**src/rtl/adder_pipe_arbiter.sv**
```systemverilog
`default_nettype none
// adder_pipe_arbiter: round-robin sharing of a 4-stage, 2-bit/stage pipelined 8-bit adder among NREQ requesters.
// Optional 16-bit transfer counter output enabled by defining ADDER_ARB_ISSUE_CNT_EN.
module adder_pipe_arbiter #(
  parameter int NREQ = 4
) (
  input  logic              clk,
  input  logic              rst,
  input  logic [NREQ-1:0]   req_valid,
  input  logic [8*NREQ-1:0] req_a,
  input  logic [8*NREQ-1:0] req_b,
  input  logic [NREQ-1:0]   req_cin,
  output logic [NREQ-1:0]   req_ready,
  output logic [7:0]        add_a,
  output logic [7:0]        add_b,
  output logic              add_cin,
  input  logic [7:0]        add_sum,
  input  logic              add_cout,
  output logic [NREQ-1:0]   rsp_valid,
  output logic [7:0]        rsp_sum,
  output logic              rsp_cout
`ifdef ADDER_ARB_ISSUE_CNT_EN
  ,
  output logic [15:0]       issue_cnt
`endif
);

  localparam int IW = (NREQ > 1) ? $clog2(NREQ) : 1;

  logic [IW-1:0]   ptr;
  logic [NREQ-1:0] grant;
  logic [IW-1:0]   gidx;
  logic            xfer;
  logic [7:0]      cur_a;
  logic [7:0]      cur_b;
  logic            cur_cin;

  logic [7:0]      skew_a    [1:3];
  logic [7:0]      skew_b    [1:3];
  logic            tag_valid [1:4];
  logic [IW-1:0]   tag_idx   [1:4];

  // First valid requester at or after the pointer, scanning upward with wrap.
  always_comb begin : arb
    int  k;
    logic found;
    grant = '0;
    gidx  = '0;
    found = 1'b0;
    k     = 0;
    for (int j = 0; j < NREQ; j++) begin
      k = int'(ptr) + j;
      if (k >= NREQ) k = k - NREQ;
      if (!found && req_valid[k]) begin
        found    = 1'b1;
        grant[k] = 1'b1;
        gidx     = IW'(k);
      end
    end
  end

  assign req_ready = rst ? '0 : grant;
  assign xfer      = !rst && (|grant);
  assign cur_a     = xfer ? req_a[8*gidx +: 8] : 8'h00;
  assign cur_b     = xfer ? req_b[8*gidx +: 8] : 8'h00;
  assign cur_cin   = xfer & req_cin[gidx];

  // Slice k of an op reaches the adder k cycles after issue.
  assign add_a   = {skew_a[3][7:6], skew_a[2][5:4], skew_a[1][3:2], cur_a[1:0]};
  assign add_b   = {skew_b[3][7:6], skew_b[2][5:4], skew_b[1][3:2], cur_b[1:0]};
  assign add_cin = cur_cin;

  always_ff @(posedge clk) begin
    if (rst) begin
      ptr <= '0;
      for (int k = 1; k <= 3; k++) begin
        skew_a[k] <= 8'h00;
        skew_b[k] <= 8'h00;
      end
      for (int k = 1; k <= 4; k++) begin
        tag_valid[k] <= 1'b0;
        tag_idx[k]   <= '0;
      end
    end else begin
      if (xfer) begin
        ptr <= (gidx == IW'(NREQ - 1)) ? '0 : gidx + 1'b1;
      end
      skew_a[1]    <= cur_a;
      skew_b[1]    <= cur_b;
      tag_valid[1] <= xfer;
      tag_idx[1]   <= gidx;
      for (int k = 2; k <= 3; k++) begin
        skew_a[k] <= skew_a[k-1];
        skew_b[k] <= skew_b[k-1];
      end
      for (int k = 2; k <= 4; k++) begin
        tag_valid[k] <= tag_valid[k-1];
        tag_idx[k]   <= tag_idx[k-1];
      end
    end
  end

  always_comb begin
    rsp_valid = '0;
    if (!rst && tag_valid[4]) rsp_valid[tag_idx[4]] = 1'b1;
  end

  assign rsp_sum  = add_sum;
  assign rsp_cout = add_cout;

`ifdef ADDER_ARB_ISSUE_CNT_EN
  always_ff @(posedge clk) begin
    if (rst)       issue_cnt <= 16'h0000;
    else if (xfer) issue_cnt <= issue_cnt + 16'd1;
  end
`endif

endmodule
`default_nettype wire

```
**config.mk**
```make
export PLATFORM = sky130hd
export DESIGN_NAME = adder_pipe_arbiter
export DESIGN_NICKNAME = d
export VERILOG_FILES = /design/src/rtl/adder_pipe_arbiter.sv
export SDC_FILE = /design/constraint.sdc
export NUM_CORES = 1
export LEC_CHECK = 0
export CORE_MARGIN = 5
export CORE_UTILIZATION = 25
export CTS_CLUSTER_SIZE = 25
export DETAILED_ROUTE_END_ITERATION = 16
export GPL_TIMING_DRIVEN = 1
export PLACE_DENSITY = 0.56
export SLEW_MARGIN = 0
export SYNTH_ARGS = -nofsm -noshare
export SYNTH_HDL_FRONTEND = slang
export SYNTH_SLANG_ARGS = --single-unit
```
**constraint.sdc**
```tcl
create_clock -name clk -period 3.4 [get_ports clk]
set_clock_uncertainty 0.05 [all_clocks]
set_input_delay 0.34 -clock clk [delete_from_list [all_inputs] [get_ports clk]]
set_output_delay 0.34 -clock clk [all_outputs]
set_load 0.005 [all_outputs]
```
# Word level (Yosys, flattened, before mapping)
# Memories as Yosys holds them, arrays and structs flattened.
# Index checks and enable logic that the tools add are counted.
# op_classes
reduce_logical	15
n_bitwise	18
order_cmp	15
n_addsub	8
n_mux	61
n_eq_ne	1
shifts	2
# op_table
cell	count
$ge A32 B1 Y1 const B	4
$lt A32 B4 Y1 const B	4
$mux W32	4
$mux W8	8
$shiftx A32 B6 Y8	2
$mux W1	24
$mux W4	6
$mux W2	9
$or A1 B1 Y1	14
$or A4 B4 Y4	3
$sub A3 B3 Y4 const B	3
$bmux W1 S2	5
$demux W1 S2	5
$logic_and A1 B1 Y1	10
$ge A3 B3 Y1 const B	3
$add A2 B2 Y3 const B	2
$lt A2 B3 Y1 const B	2
$logic_not A1 Y1	4
$reduce_or A4 Y1	1
$sub A2 B3 Y4 const B	1
$add A2 B1 Y3 const B	1
$ge A2 B3 Y1 const B	1
$add A2 B1 Y2 const B	1
$eq A2 B2 Y1 const B	1
other kinds (2)	2
# word_totals
mem_bits_rw	60
elab_cells	125
mem_count	4
out_inout_bits	34
regBits	2
# memory_table
memory	words	word_bits	read_ports	rd_ports_with_merged_regs	wr	line_no	text
skew_a	3	8	3	0	3	38	logic [7:0] skew_a [1:3];
skew_b	3	8	3	0	3	39	logic [7:0] skew_b [1:3];
tag_idx	4	2	4	0	4	41	logic [IW-1:0] tag_idx [1:4];
tag_valid	4	1	4	0	4	40	logic tag_valid [1:4];

# Longest topological paths before layout
# logic_depth
ltp_word	19
ltp_mapped	14

# Least setup slack after synthesis
# No wires, ideal clock.
# synth_timing
kind	register to output
startpoint	register ptr[0]
endpoint	output add_a[0]
arrival_time_ns	3.106
required_time_ns	3.010
setup_slack_ns	-0.096
stages_incl_launch_ff	14
path_buffers	4
path_cell_list	dfxtp_1 buf_6 clkbuf_1 inv_1 ha_1 buf_6 mux2i_1 mux2_2 a211o_1 a22o_1 a2111o_1 nor2b_4 buf_6 and3_1
# synth_via
elab_chain_len	18
# synth_rtl
item	line_no	text
from (decl)	30	logic [IW-1:0] ptr;
from (signal assigned)	86	ptr <= (gidx == IW'(NREQ - 1)) ? '0 : gidx + 1'b1;
branches (longest 17 deep; another with $ge A32 B1 Y1)	--	
$mux W8 *	64	assign cur_a = xfer ? req_a[8*gidx +: 8] : 8'h00;
to (decl)	14	output logic [7:0] add_a,
# Every way passes the cells marked *. The select of a mux whose other input is x is not followed.

# Final worst setup path
# layout_timing
startpoint	register ptr[0]
endpoint	output add_cin
# layout_via
elab_chain_len	18
# layout_rtl
item	line_no	text
branches (longest 17 deep; another with $ge A32 B1 Y1)	--	
$and A1 B1 Y1 *	66	assign cur_cin = xfer & req_cin[gidx];
to (decl)	16	output logic add_cin,
# Marked as above.

==> metrics.md <==
| Metric | Value |
|---|---|
| Status | `finished clean` |
| Initial antenna violation count | `0` |
| Pin count of the biggest net entering global routing | `23` |
| DRT iter0 DRCs | `79` |
| Clock Pin Slew Worst Setup and Hold Paths | `70 ps` |
| Placer congestion estimate | `0.845` |
| CTS Hold Bufs | `0` |
| Root buf cell | `clkbuf_8` |
| Fin crit period | `3260 ps` |
| Detail Route Antenna Nets | `0` |
| R2r setup slk | `470 ps` |
| Critical path arrival | `2870 ps` |
| Area leader, netlist | `dfxtp_1` |
| Sequential fraction of the synthesis area | `31.2%` |
| CP max stage delay | `370 ps` |
| Worst slew pin tran | `427 ps` |
| CP cell instances | `inv_2, ha_4, mux2i_4, buf_6, o22ai_1, a211o_1, a22o_1, a2111o_1, nor2b_4, buf_4, and3_1, clkbuf_2` |
| Kind of end point of the critical path | `output port` |
| Total power divided by cell area | `814 nW/µm²` |
| Hpwl dp | `5210 µm` |
| Max_cap viols | `0` |
| Vias in the first global route | `2177` |
| Final worst setup slack | `141 ps` |
| WHS | `386 ps` |
| Slew Viols, Final | `0` |
| EDFF count, synth | `0` |
| # IOs | `117` |
| Yosys reg bits | `38` |
| Std cell rows | `36` |
| Syn nets | `369` |
| Drt first pass iters | `4` |
| Synth top cells by count | `nand2_1, mux2i_1, dfxtp_1` |
| Fin util | `39.6%` |
| F_max | `307 MHz` |
| Final hold vios | `0` |
| Total wire length | `6580 µm` |
| HP Class | `reg2reg` |
| Worst Setup Start Kind | `register` |
| # setup viols final | `0` |
| Worst path slowest cell | `a2111o_1` |
| Critical path class | `reg2out` |
| Buf+Inv Stages, Crit Path | `4` |
| Unrepaired setup endpoints after global routing | `no` |
| Top cell type's share of synthesized area | `31.2%` |
| Avg WL per Cell | `12.7 µm` |
| Die Area | `11800 µm²` |
| I/O Buffers | `98` |
| Number of remaining DRC errors | `0` |
| Crit path max fanout | `6` |
| Ys flop type | `dfxtp_1` |
| H-tree levels | `2` |
| Clock sinks | `38` |
| Top cells by area, synth | `dfxtp_1, mux2i_1, buf_4, nand2_1, nor2b_1` |
| CTS tree | `done` |
| Worst-Skew Late Latency | `280 ps` |
| Synth Warn # | `0` |
| Post-Synthesis Cells | `280` |
| Total core area | `9640 µm²` |
| Starting Density | `25.3%` |
| Fraction of registers with async set/reset | `0%` |
| Crit path max-delay family | `compound AO/OA/AOI/OAI gates` |
| Leakage | `1.64 nW` |
| Post-Synthesis Cell Area | `2440 µm²` |
| Cell with the most instances after synthesis | `nand2_1` |
| Clk buf depth | `2` |
| Post-Syn Area per Cell | `8.71 µm²` |
| GRT Total Usage | `11.0%` |
| Post-Layout Cell Count | `518` |
| Detail-routed via count per cell | `4.31` |
| Fin crit share | `95.8%` |
| Number of CTS-inserted buffers | `5` |
| Die Y-Extent | `109 µm` |
| Share of layout cells above drive strength 1 | `18.4%` |
| Pre-CTS setup slack | `-127 ps` |
| Netlist cell types | `40` |
| ANT cells | `0` |
| Area delta synth->final | `56.4%` |
| Gr ovfl total | `0` |
| Vias | `2234` |
| Slew HR | `71.4%` |
| Worst VDD drop | `0.000332 V` |
| Worst endpoint required time | `3010 ps` |
| Final Net Count | `474` |
| First-pass GRT wire length | `10500 µm` |
| Placed cell count | `504` |
| Die X | `109 µm` |
==> stage by stage <==
| step | total power [mW] | TNS [ps] | instance area, µm² |
|---|---|---|---|
| finish | 3.11 | 0 | 3810 |
| global route | 3.38 | 0 | 3810 |
| CTS | 3.10 | 0 | 3790 |
| detailed placement | 2.62 | -596 | 3600 |
| global placement | 2.61 | -517 | 3600 |
| floorplan | 1.91 | 0 | 2440 |
==> state kept, by name (all words and copies together) (netlist names) <==
| signal | flops |
|---|---|
| skew_b | 12 |
| ptr | 2 |
| skew_a | 12 |
| tag_valid | 4 |
| tag_idx | 8 |
==> kinds of logic (layout without fill, tap and decap cells) <==
group	count (synthesis)	in the layout	synth area share (%)
simple gates	114	114	25.0
compound gates	32	32	8.56
mux	45	45	20.2
fa+ha+maj	6	6	3.08
xor+xnor	1	1	0.359
buf+inv	44	149	11.6
flops	38	38	31.2
==> cells in the final DEF, fill, tap and decap left out, drive strengths merged, types with 3 or more instances in the layout <==
cell           instances
and3                  17
nor3                   3
o21ai                  5
ha                     6
buf                   39
a21oi                 10
nand2b                 4
clkdlybuf4s50         90
o2bb2ai                3
nand3b                 4
nor2b                 25
clkbuf                11
mux2i                 41
dfxtp                 38
o22ai                  5
mux4                   3
nand2                 47
nor2                   6
inv                    5
==> final cells by class <==
| cell class | count | area [µm²] |
|---|---|---|
| Fill cell | 1005 | 5820 |
| Multi-Input combinational cell | 198 | 1480 |
| Timing Repair Buffer | 137 | 1280 |
| Sequential cell | 38 | 763 |
| Tap cell | 133 | 166 |
| Clock buffer | 6 | 82.6 |
| Clock inverter | 1 | 30.0 |
| Inverter | 5 | 18.8 |
==> metal layers <==
layer	GRT usage, %	part of all wire (%)
met5	0	0
met2	18.8	51
met1	13.5	42
met3	2.78	5.4
met4	3.61	1.8
==> path summary, 6_finish.rpt <==
| path | start | to | cells past startpoint |
|---|---|---|---|
| worst min register to register | skew_a[0][23]$_SDFF_PP0_ | skew_a[0][31]$_SDFF_PP0_ | 1 |
| worst max-delay path | ptr[0]$_SDFFE_PP0P_ | add_cin | 12 |
| worst max register to register | ptr[0]$_SDFFE_PP0P_ | skew_b[0][13]$_SDFF_PP0_ | 13 |
| worst min-delay path | skew_a[0][23]$_SDFF_PP0_ | skew_a[0][31]$_SDFF_PP0_ | 1 |
==> report_power, final <==
group	leakage (nW)	switching, mW	total [mW]	internal, mW
Sequential	0.313	0.0288	0.599	0.570
Clock	0.0573	0.144	0.378	0.234
Combinational	1.27	0.959	2.13	1.17
Total	1.64	1.13	3.11	1.97
==> worst reg2reg max path, delay by kind of cell, from the launching register on <==
kind | cells | cell delay (ps)
DFF | 1 | 340
AOI/OAI and AO/OA | 4 | 970
and+or+nand+nor | 2 | 300
adders and majority gates | 1 | 320
buffers and inverters | 5 | 570
muxes | 1 | 270
==> what timing repair did <==
item	in CTS	in global routing
buffers inserted	5	2
gates resized for setup	21	16
setup endpoints to repair	5	4
pin swaps	6	5
Power figures use the tool's default switching activity.
